[src/rtl/bitwise_pkg.sv]
// Shared definitions for the bit-serial logic driver: op encodings,
// FSM state type and a one-bit reference of the slice function.
package bitwise_pkg;

    localparam logic [1:0] OP_PASSB = 2'b00;
    localparam logic [1:0] OP_XOR   = 2'b01;
    localparam logic [1:0] OP_AND   = 2'b10;
    localparam logic [1:0] OP_OR    = 2'b11;

    typedef enum logic [1:0] {
        IDLE  = 2'd0,
        SHIFT = 2'd1,
        DONE  = 2'd2
    } state_t;

    // What the bitwise slice produces for one bit position.
    function automatic logic logic_bit(input logic [1:0] op, input logic a, input logic b);
        logic q;
        case (op)
            OP_PASSB: q = b;
            OP_XOR:   q = a ^ b;
            OP_AND:   q = a & b;
            default:  q = a | b;
        endcase
        return q;
    endfunction

endpackage

[src/rtl/bitserial_logic_driver_if.sv]
// Request/response bus of the bit-serial logic driver.
// Handshake: a transfer happens on a rising clk edge where valid && ready;
// the source holds valid and its payload stable until that edge, and the
// sink may drive ready independently of valid.
interface bitserial_logic_driver_if #(
    parameter int WIDTH = 8
);
    logic             req_valid;
    logic             req_ready;
    logic [1:0]       req_op;
    logic [WIDTH-1:0] req_a;
    logic [WIDTH-1:0] req_b;
    logic             rsp_valid;
    logic             rsp_ready;
    logic [WIDTH-1:0] rsp_q;

    modport master (
        output req_valid, req_op, req_a, req_b, rsp_ready,
        input  req_ready, rsp_valid, rsp_q
    );

    modport slave (
        input  req_valid, req_op, req_a, req_b, rsp_ready,
        output req_ready, rsp_valid, rsp_q
    );
endinterface

[src/rtl/bitserial_shreg.sv]
// WIDTH-bit register with parallel load and right shift (new bit enters
// at the MSB). Load has priority over shift.
module bitserial_shreg #(
    parameter int WIDTH = 8
) (
    input  logic             clk,
    input  logic             rst_n,
    input  logic             load,
    input  logic             shift,
    input  logic [WIDTH-1:0] din,
    input  logic             sin,
    output logic [WIDTH-1:0] q
);

    // Load or shift-right storage
    always_ff @(posedge clk or negedge rst_n) begin
        if (!rst_n) begin
            q <= '0;
        end else if (load) begin
            q <= din;
        end else if (shift) begin
            q <= {sin, q[WIDTH-1:1]};
        end
    end

endmodule

[src/rtl/bitserial_logic_driver.sv]
// Bit-serial front end for a 1-bit bitwise slice: accepts a WIDTH-bit
// request, feeds the slice LSB-first with dual-rail op selects, collects
// the slice output into a result word and returns it.
// Optional feature: define LOGIC_SELFCHECK_EN to add a parallel reference
// that flags a wrong result on err (sticky until next accept or reset).
module bitserial_logic_driver
    import bitwise_pkg::*;
#(
    parameter int WIDTH = 8,
    localparam int CNT_W = $clog2(WIDTH)
) (
    input  logic                     clk,
    input  logic                     rst_n,
    bitserial_logic_driver_if.slave  bus,
    output logic                     op1,
    output logic                     nop1,
    output logic                     op0,
    output logic                     nop0,
    output logic                     sa,
    output logic                     sb,
    input  logic                     sq,
    output logic                     err,
    output state_t                   dbg_state
);

    localparam logic [CNT_W-1:0] LAST = CNT_W'(WIDTH - 1);

    state_t           state;
    logic [CNT_W-1:0] cnt;
    logic             op1_r, op0_r;
    logic             req_ready_r, rsp_valid_r;
    logic [WIDTH-1:0] a_q, b_q, res_q;
    logic             accept, shifting;

    assign accept   = (state == IDLE) && bus.req_valid;
    assign shifting = (state == SHIFT);

    bitserial_shreg #(.WIDTH(WIDTH)) u_a (
        .clk(clk), .rst_n(rst_n), .load(accept), .shift(shifting),
        .din(bus.req_a), .sin(1'b0), .q(a_q)
    );

    bitserial_shreg #(.WIDTH(WIDTH)) u_b (
        .clk(clk), .rst_n(rst_n), .load(accept), .shift(shifting),
        .din(bus.req_b), .sin(1'b0), .q(b_q)
    );

    // Result is cleared on accept so each op starts from a known word.
    bitserial_shreg #(.WIDTH(WIDTH)) u_res (
        .clk(clk), .rst_n(rst_n), .load(accept), .shift(shifting),
        .din('0), .sin(sq), .q(res_q)
    );

    // Upper operand bits are only shift storage; they leave through bit 0.
    logic unused_bits;
    assign unused_bits = ^{a_q[WIDTH-1:1], b_q[WIDTH-1:1]};

    // Control FSM with registered handshake and op-select outputs
    always_ff @(posedge clk or negedge rst_n) begin
        if (!rst_n) begin
            state       <= IDLE;
            cnt         <= '0;
            op1_r       <= 1'b0;
            op0_r       <= 1'b0;
            req_ready_r <= 1'b1;
            rsp_valid_r <= 1'b0;
        end else begin
            case (state)
                IDLE: begin
                    if (bus.req_valid) begin
                        {op1_r, op0_r} <= bus.req_op;
                        cnt            <= '0;
                        req_ready_r    <= 1'b0;
                        state          <= SHIFT;
                    end
                end
                SHIFT: begin
                    cnt <= cnt + CNT_W'(1);
                    if (cnt == LAST) begin
                        cnt            <= '0;
                        {op1_r, op0_r} <= 2'b00;
                        rsp_valid_r    <= 1'b1;
                        state          <= DONE;
                    end
                end
                DONE: begin
                    if (bus.rsp_ready) begin
                        rsp_valid_r <= 1'b0;
                        req_ready_r <= 1'b1;
                        state       <= IDLE;
                    end
                end
                default: state <= IDLE;
            endcase
        end
    end

    assign op1           = op1_r;
    assign nop1          = ~op1_r;
    assign op0           = op0_r;
    assign nop0          = ~op0_r;
    assign sa            = shifting & a_q[0];
    assign sb            = shifting & b_q[0];
    assign bus.req_ready = req_ready_r;
    assign bus.rsp_valid = rsp_valid_r;
    assign bus.rsp_q     = res_q;
    assign dbg_state     = state;

`ifdef LOGIC_SELFCHECK_EN
    logic [1:0]       op_lat;
    logic [WIDTH-1:0] a_lat, b_lat, exp_word, res_next;
    logic             err_r;

    assign res_next = {sq, res_q[WIDTH-1:1]};

    // Parallel reference word from the latched request
    always_comb begin
        exp_word = '0;
        for (int i = 0; i < WIDTH; i++) begin
            exp_word[i] = logic_bit(op_lat, a_lat[i], b_lat[i]);
        end
    end

    // Latch request copies; compare the final word as DONE is entered
    always_ff @(posedge clk or negedge rst_n) begin
        if (!rst_n) begin
            op_lat <= 2'b00;
            a_lat  <= '0;
            b_lat  <= '0;
            err_r  <= 1'b0;
        end else if (accept) begin
            op_lat <= bus.req_op;
            a_lat  <= bus.req_a;
            b_lat  <= bus.req_b;
            err_r  <= 1'b0;
        end else if (shifting && (cnt == LAST)) begin
            err_r  <= (res_next != exp_word);
        end
    end

    assign err = err_r;
`else
    assign err = 1'b0;
`endif

endmodule
[src/flat_wrapper.sv]
// flat-port wrapper written by rule: the top's interface ports become plain ports
module bitserial_logic_driver_flat import bitwise_pkg::*;
#(
    parameter int WIDTH = 8,
    localparam int CNT_W = $clog2(WIDTH)
)
  (clk, rst_n, op1, nop1, op0, nop0, sa, sb, sq, err, dbg_state, bus_req_valid, bus_req_op, bus_req_a, bus_req_b, bus_rsp_ready, bus_req_ready, bus_rsp_valid, bus_rsp_q);
  bitserial_logic_driver_if #(.WIDTH(WIDTH)) bus_i ();
  input  logic clk;
  input  logic rst_n;
  output logic op1;
  output logic nop1;
  output logic op0;
  output logic nop0;
  output logic sa;
  output logic sb;
  input  logic sq;
  output logic err;
  output state_t dbg_state;
  input wire logic [$bits(bus_i.req_valid)-1:0] bus_req_valid;
  input wire logic [$bits(bus_i.req_op)-1:0] bus_req_op;
  input wire logic [$bits(bus_i.req_a)-1:0] bus_req_a;
  input wire logic [$bits(bus_i.req_b)-1:0] bus_req_b;
  input wire logic [$bits(bus_i.rsp_ready)-1:0] bus_rsp_ready;
  output wire logic [$bits(bus_i.req_ready)-1:0] bus_req_ready;
  output wire logic [$bits(bus_i.rsp_valid)-1:0] bus_rsp_valid;
  output wire logic [$bits(bus_i.rsp_q)-1:0] bus_rsp_q;
  assign bus_i.req_valid = bus_req_valid;
  assign bus_i.req_op = bus_req_op;
  assign bus_i.req_a = bus_req_a;
  assign bus_i.req_b = bus_req_b;
  assign bus_i.rsp_ready = bus_rsp_ready;
  assign bus_req_ready = bus_i.req_ready;
  assign bus_rsp_valid = bus_i.rsp_valid;
  assign bus_rsp_q = bus_i.rsp_q;
  bitserial_logic_driver #(.WIDTH(WIDTH)) u_core (.clk(clk), .rst_n(rst_n), .bus(bus_i), .op1(op1), .nop1(nop1), .op0(op0), .nop0(nop0), .sa(sa), .sb(sb), .sq(sq), .err(err), .dbg_state(dbg_state));
endmodule
[config.mk]
export PLATFORM = sky130hd
export DESIGN_NAME = bitserial_logic_driver_flat
export DESIGN_NICKNAME = d
export VERILOG_FILES = /design/src/rtl/bitwise_pkg.sv /design/src/rtl/bitserial_logic_driver_if.sv /design/src/rtl/bitserial_shreg.sv /design/src/rtl/bitserial_logic_driver.sv /design/src/flat_wrapper.sv
export SDC_FILE = /design/constraint.sdc
export NUM_CORES = 1
export LEC_CHECK = 0
export CAP_MARGIN = 5
export CORE_MARGIN = 2
export CORE_UTILIZATION = 45
export DETAILED_ROUTE_END_ITERATION = 10
export GPL_ROUTABILITY_DRIVEN = 1
export HOLD_SLACK_MARGIN = 0.02
export PLACE_DENSITY = 0.86
export SLEW_MARGIN = 20
export SYNTH_ARGS = -nofsm -noshare
export SYNTH_HDL_FRONTEND = slang
export SYNTH_SLANG_ARGS = --single-unit
[constraint.sdc]
create_clock -name clk -period 3.1 [get_ports clk]
set_input_delay 0.31 -clock clk [delete_from_list [all_inputs] [get_ports clk]]
set_output_delay 0.31 -clock clk [all_outputs]
set_load 0.01 [all_outputs]
==> results.py <==
metrics = {
    "status": {
        "status": "finished, final reports clean",
    },
    "logic_synthesis": {
        "yosysSeqAreaShare_pct": 57.2,
        "synth_fp_nets": 151,
        "ys.warnings.count": 0,
        "netlist_area_um2": 1450,
        "avgSynthCellArea_um2": 11.5,
        "synth_cell_types": 28,
        "netlist_instances": 126,
        "synth-seq-cells": 33,
    },
    "setup_path": {
        "worstPathCellList": "inv_2, and3_1, clkdlybuf4s50_1",
        "critPathMaxFanout": 17,
        "r2r_slack_ns": 1.42,
        "cpMaxStageDelayCell": "dfrtp_1",
        "r2r_start": "u_core.dbg_state[0]",
        "critPathMaxStageDelay_ns": 0.57,
        "rr_worst_depth": 2,
        "timing.rr.end": "u_core.u_res.q[6]",
        "crit_arrival_ns": 1.95,
        "startpoint_type": "flop",
        "end_kind": "output port",
        "cp.required_ns": 2.79,
        "critPathKind": "flop to output port",
        "cp-startpoint": "u_core.dbg_state[1]",
    },
    "clock_tree": {
        "cts-hold-fix-buffers": 0,
        "clock_latency_ns": 0.34,
        "clk_path_buf_depth": 2,
        "htree_levels": 2,
        "cts_tree": "done",
        "post_cts_buffers": 0,
        "clk_pin_slew_ns": 0.11,
        "numCtsBuffers": 5,
        "cts-resized-gates": 0,
        "cts_root_buf": "clkbuf_4",
        "cts_sinks": 33,
    },
    "job": {
        "drv_cap": 0,
    },
    "cells_and_area": {
        "design_area_um2": 1910,
        "syn2layout_area_growth_pct": 32.1,
        "antenna_cells": 0,
        "layout-drive-gt1-share_pct": 9.64,
        "nNetsFinal": 190,
    },
    "power_and_ir_drop": {
        "p_per_area_nw_per_um2": 930,
        "ir_worst_vdd_mv": 0.503,
        "p_leak_uw": 0.000795,
    },
    "route": {
        "num_vias": 1195,
        "drc_errors": 0,
        "vias_per_cell": 5.69,
        "drtIter0Drc": 61,
        "wirelength_um": 3300,
        "first_pass_iters": 6,
        "ant_nets": 0,
        "wl_per_cell_um": 15.7,
    },
    "placed_design": {
        "placed_area_um2": 1860,
        "hpwl_um": 2270,
        "gp_congestion": 0.869,
        "portBuffers": 40,
    },
    "die": {
        "fp.dieW_um": 60.7,
        "die-area_um2": 3680,
        "fp.coreArea_um2": 3050,
        "fp.dieH_um": 60.7,
        "io_pins": 42,
        "num_rows": 20,
        "start_util_pct": 47.4,
    },
    "grt": {
        "grt_usage_pct": 20.3,
        "grt-ovfl-total": 0,
        "grt_antenna_before_repair": 0,
        "grt_max_degree": 34,
        "grt_pass1_wl_um": 5530,
        "grt_pass1_vias": 1153,
    },
    "timing": {
        "drv_slew": 0,
        "worst_slew_pin_slew_ns": 0.898,
        "setup_viol": 0,
        "maxSlewHeadroom_pct": 40.0,
        "skew_ns": 0.0156,
        "fin_crit_sh_pct": 73.0,
        "hold_viol_final": 0,
        "rsz0062_at_grt": "no",
        "period_needed_ns": 2.26,
        "tns_ns": 0,
        "holdWs_ns": 0.367,
        "fmax_mhz": 442,
    },
    "worst_hold_path": {
        "hold_path.class": "input port to async pin",
    },
}
layout by cell type (no fill, tap or decap), drive strengths merged:
cell / instances
clkdlybuf4s50: 40
o31ai: 2
clkbuf: 5
a2bb2oi: 9
nor2b: 1
inv: 5
and3: 2
o2bb2ai: 2
nand2b: 3
nand2: 4
buf: 1
o21bai: 1
clkinvlp: 1
clkinv: 2
dfstp: 1
or4b: 1
o221a: 1
and2b: 1
a21oi: 10
a32o: 2
dfrtp: 32
o22ai: 19
ha: 2
conb: 1
a22o: 9
nor2: 6
o21ai: 3
Yosys cell counts:
cell type | count | area (um^2)
nor2b_1 | 1 | 6.26
nand2b_1 | 3 | 18.8
buf_1 | 1 | 3.75
nand2_1 | 4 | 15.0
a22o_1 | 9 | 78.8
o21ai_0 | 3 | 15.0
ha_1 | 2 | 25.0
o31ai_1 | 2 | 15.0
and3_1 | 2 | 12.5
a32o_1 | 2 | 20.0
buf_4 | 4 | 30.0
inv_1 | 3 | 11.3
inv_2 | 2 | 7.51
o221a_2 | 1 | 11.3
conb_1 | 1 | 3.75
and2b_1 | 1 | 7.51
dfrtp_1 | 32 | 801
o2bb2ai_1 | 2 | 17.5
o21bai_1 | 1 | 7.51
o22ai_1 | 19 | 119
nor2_4 | 1 | 11.3
nor2_1 | 3 | 11.3
a21oi_1 | 10 | 50.1
dfstp_2 | 1 | 26.3
nor2_2 | 2 | 12.5
or4b_1 | 1 | 10.0
a2bb2oi_1 | 9 | 78.8
buf_2 | 4 | 20.0
cells by family (layout without fill, tap and decap cells):
family                   Yosys count  in the layout  share of synthesized area [%]
flip-flops                        33             33                           57.2
buffers and inverters             14             54                           5.02
AO/OA/AOI/OAI                     58             58                           28.5
adder cells (fa/ha/maj)            2              2                           1.73
AND/OR/NAND/NOR                   18             18                           7.27
other                              1              1                          0.259
layer usage:
metal	wire length (um)	up-vias	part of all wire [%]	GRT usage [%]
met4	34	0	1.0	5.59
met1	1390	574	42	27.2
met5	0	-	0	0
met3	269	4	8.1	5.54
met2	1610	58	49	32.6
li1	-	559	-	-
sequential cells by signal, indices dropped and copies added (netlist names):
| signal | flops |
|---|---|
| u_core.dbg_state | 2 |
| u_core.op1 | 1 |
| u_core.op0 | 1 |
| u_core.u_b.q | 8 |
| u_core.bus.req_ready | 1 |
| u_core.u_a.q | 8 |
| u_core.cnt | 3 |
| u_core.u_res.q | 8 |
| u_core.bus.rsp_valid | 1 |
worst max path at each step:
| stage | end | cells after the start |
|---|---|---|
| final | sb | 3 |
| after global routing | sb | 3 |
| after CTS | sa | 3 |
| after detailed placement | u_core.u_res.q[4] | 3 |
| after global placement | u_core.u_res.q[1] | 3 |
| after floorplan | sa | 4 |
stage by stage:
stage	setup slack [ns]	total power [uW]	util, %	instances
after floorplan	1.72	1240	-	126
after global placement	1.11	1510	60.8	202
after detailed placement	0.977	1550	60.8	202
after CTS	0.814	1790	62.6	210
after global routing	0.722	1910	62.6	210
final	0.836	1780	62.6	210
layout make-up:
cell class	count	area (um^2)
well taps	44	55.1
clock buffers	5	37.5
inverters	5	18.8
multi-input cells	79	547
repair buffers	41	408
fillers	267	1140
clock inverters	3	17.5
flip-flops and latches	33	827
critical path: cells and delay by family, from the launching register on:
kind                   cells  cell delay [ns]
buffers and inverters      2             0.85
DFF                        1             0.57
and+or+nand+nor            1             0.20
where the power goes:
group          switching (uW)  internal, uW
Sequential                154           613
Combinational             334           437
Clock                     153          85.5
Total                     640          1140
Note: power is estimated with default switching activity, not from simulation.
